===== config.mk =====
export PLATFORM = sky130hd
export DESIGN_NAME = stack_access_sequencer
export DESIGN_NICKNAME = d
export VERILOG_FILES = /design/src/rtl/stack_seq_pkg.sv /design/src/rtl/stack_ptr_step.sv /design/src/rtl/stack_access_sequencer.sv
export SDC_FILE = /design/constraint.sdc
export NUM_CORES = 1
export LEC_CHECK = 0
export ABC_AREA = 0
export ABC_CLOCK_PERIOD_IN_PS = 2200
export CELL_PAD_IN_SITES_DETAIL_PLACEMENT = 0
export CELL_PAD_IN_SITES_GLOBAL_PLACEMENT = 2
export CORE_UTILIZATION = 26
export DETAILED_ROUTE_END_ITERATION = 8
export PLACE_DENSITY = 0.76
export SLEW_MARGIN = 15
export SYNTH_ARGS = -nofsm -noshare
export SYNTH_HDL_FRONTEND = slang
export SYNTH_SLANG_ARGS = --single-unit

===== constraint.sdc =====
create_clock -name phi2 -period 2.2 [get_ports phi2]
set_input_delay 0.44 -clock phi2 [delete_from_list [all_inputs] [get_ports phi2]]
set_output_delay 0.44 -clock phi2 [all_outputs]
set_load 0.01 [all_outputs]

===== src/rtl/stack_seq_pkg.sv =====
// Shared types and defaults for the 6502 stack access sequencer.
package stack_seq_pkg;

  localparam logic [7:0] STACK_PAGE_DEFAULT = 8'h01;
  localparam int         MAX_BYTES_DEFAULT  = 3;

  typedef enum logic [1:0] {
    IDLE   = 2'd0,
    XFER   = 2'd1,
    FINISH = 2'd2
  } state_t;

  typedef enum logic {
    DIR_PUSH = 1'b0,
    DIR_PULL = 1'b1
  } dir_t;

  typedef logic [1:0] byte_count_t;

endpackage


===== src/rtl/stack_ptr_step.sv =====
// Wrap-around +/-1 generator for the 8-bit stack pointer.
module stack_ptr_step
  import stack_seq_pkg::*;
(
  input  logic [7:0] ptr,
  input  dir_t       dir,
  output logic [7:0] ptr_dec,
  output logic [7:0] ptr_inc,
  output logic [7:0] access_ptr
);

  assign ptr_dec = ptr - 8'd1;
  assign ptr_inc = ptr + 8'd1;
  // S points at the next free slot, so a pull touches the byte above it.
  assign access_ptr = (dir == DIR_PULL) ? ptr_inc : ptr;

endmodule


===== src/rtl/stack_access_sequencer.sv =====
// Sequences 1..MAX_BYTES page-one stack accesses per operation and
// returns the updated stack pointer with a one-cycle load pulse.
module stack_access_sequencer
  import stack_seq_pkg::*;
#(
  parameter logic [7:0] STACK_PAGE = STACK_PAGE_DEFAULT,
  parameter int         MAX_BYTES  = MAX_BYTES_DEFAULT
) (
  input  logic                   phi2,
  input  logic                   reset,
  input  logic [7:0]             sp_in,
  input  logic                   op_start,
  input  logic                   op_dir,
  input  logic [1:0]             op_count,
  input  logic [MAX_BYTES*8-1:0] push_data,
  input  logic [7:0]             mem_rdata,
  input  logic                   mem_ready,
  output logic [15:0]            mem_addr,
  output logic                   mem_rd,
  output logic                   mem_wr,
  output logic [7:0]             mem_wdata,
  output logic [MAX_BYTES*8-1:0] pull_data,
  output logic [7:0]             sp_out,
  output logic                   sp_load,
  output logic                   busy,
  output logic                   done
);

  state_t      state;
  state_t      next_state;
  logic [7:0]  ptr;
  dir_t        dir_q;
  byte_count_t count_q;
  byte_count_t idx;
  logic [7:0]  sp_q;
  logic [7:0]  push_bytes [MAX_BYTES];
  logic [7:0]  pull_bytes [MAX_BYTES];

  logic [7:0]  ptr_dec;
  logic [7:0]  ptr_inc;
  logic [7:0]  access_ptr;
  logic [7:0]  next_ptr;
  logic        count_valid;
  logic        last_byte;
  logic        in_xfer;

  stack_ptr_step u_step (
    .ptr        (ptr),
    .dir        (dir_q),
    .ptr_dec    (ptr_dec),
    .ptr_inc    (ptr_inc),
    .access_ptr (access_ptr)
  );

  assign next_ptr    = (dir_q == DIR_PULL) ? ptr_inc : ptr_dec;
  assign count_valid = (op_count != 2'd0) && (32'(op_count) <= MAX_BYTES);
  assign last_byte   = (idx == (count_q - 2'd1));
  assign in_xfer     = (state == XFER);

  always_comb begin
    next_state = state;
    case (state)
      IDLE:    if (op_start && count_valid) next_state = XFER;
      XFER:    if (mem_ready && last_byte) next_state = FINISH;
      FINISH:  next_state = IDLE;
      default: next_state = IDLE;
    endcase
  end

  always_ff @(posedge phi2) begin
    if (reset) begin
      state   <= IDLE;
      ptr     <= 8'h00;
      dir_q   <= DIR_PUSH;
      count_q <= 2'd0;
      idx     <= 2'd0;
      sp_q    <= 8'h00;
      for (int i = 0; i < MAX_BYTES; i++) begin
        push_bytes[i] <= 8'h00;
        pull_bytes[i] <= 8'h00;
      end
    end else begin
      state <= next_state;
      case (state)
        IDLE: begin
          if (op_start && count_valid) begin
            ptr     <= sp_in;
            dir_q   <= dir_t'(op_dir);
            count_q <= op_count;
            idx     <= 2'd0;
            for (int i = 0; i < MAX_BYTES; i++) begin
              push_bytes[i] <= push_data[8*i +: 8];
              pull_bytes[i] <= 8'h00;
            end
          end
        end
        XFER: begin
          if (mem_ready) begin
            ptr <= next_ptr;
            idx <= idx + 2'd1;
            if (dir_q == DIR_PULL) pull_bytes[idx] <= mem_rdata;
            // Captured on the final access so sp_out is already valid alongside sp_load.
            if (last_byte) sp_q <= next_ptr;
          end
        end
        default: ;
      endcase
    end
  end

  always_comb begin
    mem_rd    = in_xfer && (dir_q == DIR_PULL);
    mem_wr    = in_xfer && (dir_q == DIR_PUSH);
    mem_addr  = in_xfer ? {STACK_PAGE, access_ptr} : 16'h0000;
    mem_wdata = mem_wr ? push_bytes[idx] : 8'h00;
    pull_data = '0;
    for (int i = 0; i < MAX_BYTES; i++) pull_data[8*i +: 8] = pull_bytes[i];
  end

  assign busy    = (state != IDLE);
  assign done    = (state == FINISH);
  assign sp_load = (state == FINISH);
  assign sp_out  = sp_q;

endmodule

# Word level (Yosys, flattened, before mapping)
# Memories as Yosys holds them, arrays and structs flattened. A register that Yosys moved wholly into a read port is not among the register bits.
# Index checks and enable logic that the tools add are counted.
# totals
n_memories	2
latchBits	0
romBits	0
inputBits	47
mem_bits_rw	48
wordCells	73
out_inout_bits	61
regBits	23
# classes
div_mod_pow	0
n_reduce_logical	13
eq_ne	6
n_bitwise	7
n_mul	0
n_shift	0
order_cmp	0
n_mux	35
add_sub_neg	4
# memory_table
name	depth	width	rd	rd_clocked_by_memory_dff	wr	line	text
pull_bytes	3	8	3	0	3	stack_access_sequencer.sv:37	logic [7:0] pull_bytes [MAX_BYTES];
push_bytes	3	8	1	1	3	stack_access_sequencer.sv:36	logic [7:0] push_bytes [MAX_BYTES];
# op_table
cell	count
$mux W8	12
$pmux W8 S2	1
$mux W2	7
$mux W1	12
$mux W9	1
$add A8 B1 Y8 const B	1
$pmux W2 S2	2
$reduce_or A8 Y1	1
$sub A8 B1 Y8 const B	1
$or A1 B1 Y1	6
$reduce_and A3 Y1	2
$reduce_bool A2 Y1	3
$logic_and A1 B1 Y1	4
$ne A2 B2 Y1 const B	2
$reduce_and A2 Y1	2
$add A2 B1 Y2 const B	1
$eq A2 B1 Y1 const B	1
$eq A2 B2 Y1	1
$eq A2 B2 Y1 const B	1
$logic_not A2 Y1	1
$ne A2 B1 Y1 const B	1
$sub A2 B1 Y2 const B	1
$not A1 Y1	1

# Longest topological paths before layout
# logic_depth
ltp_word	8
depth_mapped	7
mapped_depth_nobuf	7

# Hierarchy
# A second synthesis with hierarchy kept.
# hier_totals
hier_cells	346
hier_area_um2	3742.3
# modules_own_cells
module	cells_per_inst	seq_area_each_um2	area_each_um2	n_inst
stack_access_sequencer	292	1941.9	3362.0	1
stack_ptr_step	54	0.0	380.4	1

# Least setup slack after synthesis
# OpenSTA, ideal clock, no wires.
# synth_path
path_kind	flip-flop to flip-flop
start	reg state[1]
end	mem pull_bytes[0][0], enable pin
required_time_ns	1.874
synth_period_minus_slack_ns	2.146
setup_time_ns	0.326
path_buffers	0
path_stages_with_launch	6
arrival_time_ns	1.820
slack_ns	0.054
cell_sequence	dfxtp_1 -> or2_1 -> nor3b_4 -> nor2_1 -> inv_1 -> a21o_1
# synth_lines
item	line	text
start, declared	stack_access_sequencer.sv:29	state_t state;
start signal, assigned	stack_access_sequencer.sv:83	state <= next_state;
end, declared	stack_access_sequencer.sv:37	

# Final worst setup path
# layout_path
start	reg ptr[0]
end	out mem_addr[4]
# layout_between
elab_chain_cells	3
# layout_rtl
item	line	text
start, declared	stack_access_sequencer.sv:31	logic [7:0] ptr;
start signal, assigned	stack_access_sequencer.sv:87	ptr <= sp_in;
start signal, assigned	stack_access_sequencer.sv:99	ptr <= next_ptr;
$add A8 B1 Y8	stack_ptr_step.sv:13	assign ptr_inc = ptr + 8'd1;
$mux W8	stack_ptr_step.sv:15	assign access_ptr = (dir == DIR_PULL) ? ptr_inc : ptr;
$mux W9	stack_access_sequencer.sv:114	mem_addr = in_xfer ? {STACK_PAGE, access_ptr} : 16'h0000;
end, declared	stack_access_sequencer.sv:18	output logic [15:0] mem_addr,
# Every way passes these cells.

==> impl_results.md <==
- Count of yosys warnings during synthesis: 0
- H-tree depth: 3
- Tightest slew margin relative to the limit: 60.39%
- DR iter-0 viols: 120
- Antenna diode count: 0
- Filler instances: 1332
- Post-synthesis cell count: 324
- Area used by sequential logic in the layout: 1953 um2
- Main synth FF type: sky130_fd_sc_hd__edfxtp_1
- Synthesized-area fraction occupied by ao, oa, aoi and oai cells: 7.460%
- Critical path cell sequence: ha_2 > nand4_1 > buf_4 > xor2_1 > nor2_1 > dlygate4sd2_1
- Post-synthesis xor/xnor area fraction: 2.735%
- Largest incremental delay on the critical path: 360 ps
- Pre-antenna DRT Iters: 4
- Dominant cells by area after synthesis: sky130_fd_sc_hd__edfxtp_1, sky130_fd_sc_hd__dfxtp_1, sky130_fd_sc_hd__mux2i_1
- Number of flops mapped to enable cells by yosys: 48
- Adder and majority gate portion of the synthesized area: 2.487%
- Final Critical Period: 2121 ps
- Num Clock Sinks: 73
- Post-synthesis instance area: 3522 um2
- Post-layout utilization of the core: 39.02%
- Max-slew violation count: 0
- Startpoint type of the worst setup path: register
- CP required: 1760 ps
- Clock insertion delay at the later pin of the skew report: 330 ps
- Via density per instance: 4.386
- Number of nets still failing antenna checks after routing: 0
- Setup crit end kind: primary output
- Library cell used as clock root buffer: sky130_fd_sc_hd__clkbuf_16
- Largest family of logic cells by synthesized area: simple AND/OR/NAND/NOR gates
- Top fanout value on the critical path: 5
- Overall fraction of global-route tracks in use: 13.00%
- Post-route DRC: 0
- Crit path arrival time: 1680 ps
- Critical path start-end classification: reg -> out
- Leading cell type in the layout, fill and taps excluded: sky130_fd_sc_hd__clkdlybuf4s50_1
- Type of the worst min-delay path: reg -> reg
- Standard-cell rows: 42
- Synthesized area per cell: 10.87 um2
- Async set-reset flop share out of synthesis: 0%
- Grt ovf: 0
- Actual transition at the worst max-transition pin: 594.2 ps
- Fraction of layout instances using a drive strength above 1: 16.04%
- PD cells: 700.0 nW/um2
- Leading cell types in the layout, fill and taps excluded: sky130_fd_sc_hd__clkdlybuf4s50_1, sky130_fd_sc_hd__edfxtp_1, sky130_fd_sc_hd__nor2_1, sky130_fd_sc_hd__buf_4
- Placeable core area: 13240 um2
- Cts bufs inserted: 9
- Multiplexer fraction of the synthesized cell area: 5.435%
- Worst R2R Setup Slack: 350 ps
- Vias after detailed routing: 2741
- Routability congestion estimate: 0.7832
- Number of antenna violations at the first check in global routing: 0
- Period utilisation layout: 96.41%
- Via count of the first global-routing pass: 2737
- LEAKAGE: 2.236 nW
- Chip height: 118.4 um
- Count of boundary I/O pins: 108
- Die footprint: 14020 um2
- Bufs on Longest Clock Path: 2
- Max-cap viol count: 0
- Final Setup Violations: 0
- Worst vdd ir: 0.4310 mV
- Synth unique cells: 46
- Port Buffer Count: 100
- Half-perimeter wire length after placement: 6351 um
- Simple-gate portion of the synthesized area: 20.64%
- Number of hold-slack violations in the final timing report: 0
- Multi-input combinational cell area: 1430 um2
- Total detailed-routing wirelength: 8733 um
- Overall power of the completed layout: 3.617 mW
- Hold-fix buffers at CTS: 0
- Pin count of the biggest net entering global routing: 25
- Worst path slowest cell: sky130_fd_sc_hd__dfxtp_4
- Portion of synthesized cell area occupied by the leading cell type: 40.92%
- Clk_skew: 4.309 ps
- Starting density of the core: 26.60%
- Clk slew on worst S/H paths: 60 ps
- First-pass GRT wire length: 14140 um
- Horizontal die dimension: 118.4 um
- Clock tree from TritonCTS: yes
- Status: completed
- Layout area overhead: 46.71%
- Seq/Total Area, Yosys: 55.13%
- Yosys reg bits: 73
- Average wire length per cell after detail routing: 13.97 um
- Net count, final: 498
- Fmax: 0.4715 GHz
- Hold slack: 499.9 ps
- Largest area contributor in the netlist: sky130_fd_sc_hd__edfxtp_1
==> cells by family after synthesis <==
group                      after synthesis
muxes                                   19
xor gates and xnor gates                11
buffers and inverters                   36
and+or+nand+nor                        136
DFF                                     73
AOI/OAI and AO/OA                       41
other                                    1
adders and majority gates                7
==> flip-flops by register name, summed over array words and instances, names as in the netlist, named ones only <==
register and flops:
push_bytes 24, pull_bytes 24, sp_out 8, count_q 2, ptr 8, dir_q 1
idx 2, state 2
==> worst paths after layout <==
check	startpoint	endpoint	cells past startpoint
max	ptr[0]	mem_addr[4]	6
min	sp_out[1]	sp_out[1]	2
max reg2reg	state[1]	push_bytes[1][2]	4
min reg2reg	sp_out[1]	sp_out[1]	2
==> synthesized netlist by cell type (2+ instances only) <==
master,count
sky130_fd_sc_hd__edfxtp_1,48
sky130_fd_sc_hd__nor2_1,43
sky130_fd_sc_hd__and2_1,25
sky130_fd_sc_hd__and3_1,25
sky130_fd_sc_hd__dfxtp_1,25
sky130_fd_sc_hd__a21oi_1,21
sky130_fd_sc_hd__mux2i_1,18
sky130_fd_sc_hd__nand2_1,16
sky130_fd_sc_hd__buf_4,11
sky130_fd_sc_hd__clkbuf_1,8
sky130_fd_sc_hd__xor2_1,8
sky130_fd_sc_hd__ha_1,7
sky130_fd_sc_hd__inv_1,7
sky130_fd_sc_hd__a211oi_1,4
sky130_fd_sc_hd__a21o_1,4
sky130_fd_sc_hd__buf_6,4
sky130_fd_sc_hd__nor3_1,4
sky130_fd_sc_hd__o21ai_0,4
sky130_fd_sc_hd__or3_1,4
sky130_fd_sc_hd__nor2b_1,3
sky130_fd_sc_hd__xnor2_1,3
sky130_fd_sc_hd__a211oi_2,2
sky130_fd_sc_hd__buf_2,2
sky130_fd_sc_hd__clkbuf_2,2
sky130_fd_sc_hd__nand2b_1,2
sky130_fd_sc_hd__nand3_1,2
sky130_fd_sc_hd__nand3b_1,2
sky130_fd_sc_hd__nand4_1,2
==> worst max-delay path, delay by kind of cell, from the launching register on <==
kind                       cells  cell delay [ps]
and+or+nand+nor                2              210
buffers and inverters          2              460
xor gates and xnor gates       1              140
adders and majority gates      1              180
DFF                            1              360
==> layer usage <==
| layer | vias up | GRT usage, % | share of wire (%) |
|---|---|---|---|
| met3 | 13 | 2.799 | 5.1 |
| met5 | - | 0 | 0 |
| li1 | 1363 | - | - |
| met4 | 0 | 5.222 | 2.0 |
| met2 | 96 | 21.03 | 46 |
| met1 | 1269 | 16.86 | 47 |
==> repair_timing <==
item | CTS | global route
buffers inserted | 2 | 1
setup endpoints to repair | 18 | 11
resized for setup | 22 | 20
endpoints found under the hold margin | 0 | 0
pin swaps | 2 | 3
==> report_power, final <==
group	leakage, nW	switching [mW]	internal [mW]
clock	0.131	0.612	0.783
combinational	1.38	0.302	0.317
sequential	0.722	0.0476	1.56
==> through the flow <==
step	std cells	TNS (ps)	worst slack, ps	area (um2)
2_1_floorplan	330	0	53.85	3545
3_3_place_gp	606	-1192	-46.63	4807
3_5_place_dp	606	-3925	-124.3	4807
4_1_cts	624	-22.09	-11.91	5122
5_1_grt	625	-0.1059	-0.1059	5167
6_report	625	0	79.00	5167
==> final cells by class <==
| type | count | share of cell area, % |
|---|---|---|
| Timing Repair Buffer | 131 | 24.16 |
| Clock inverter | 7 | 1.162 |
| Clock buffer | 9 | 4.358 |
| Sequential cell | 73 | 37.80 |
| Inverter | 8 | 0.5811 |
| Multi-Input combinational cell | 221 | 27.68 |
| Tap cell | 176 | 4.261 |
Note: power is estimated with default switching activity, not from simulation.
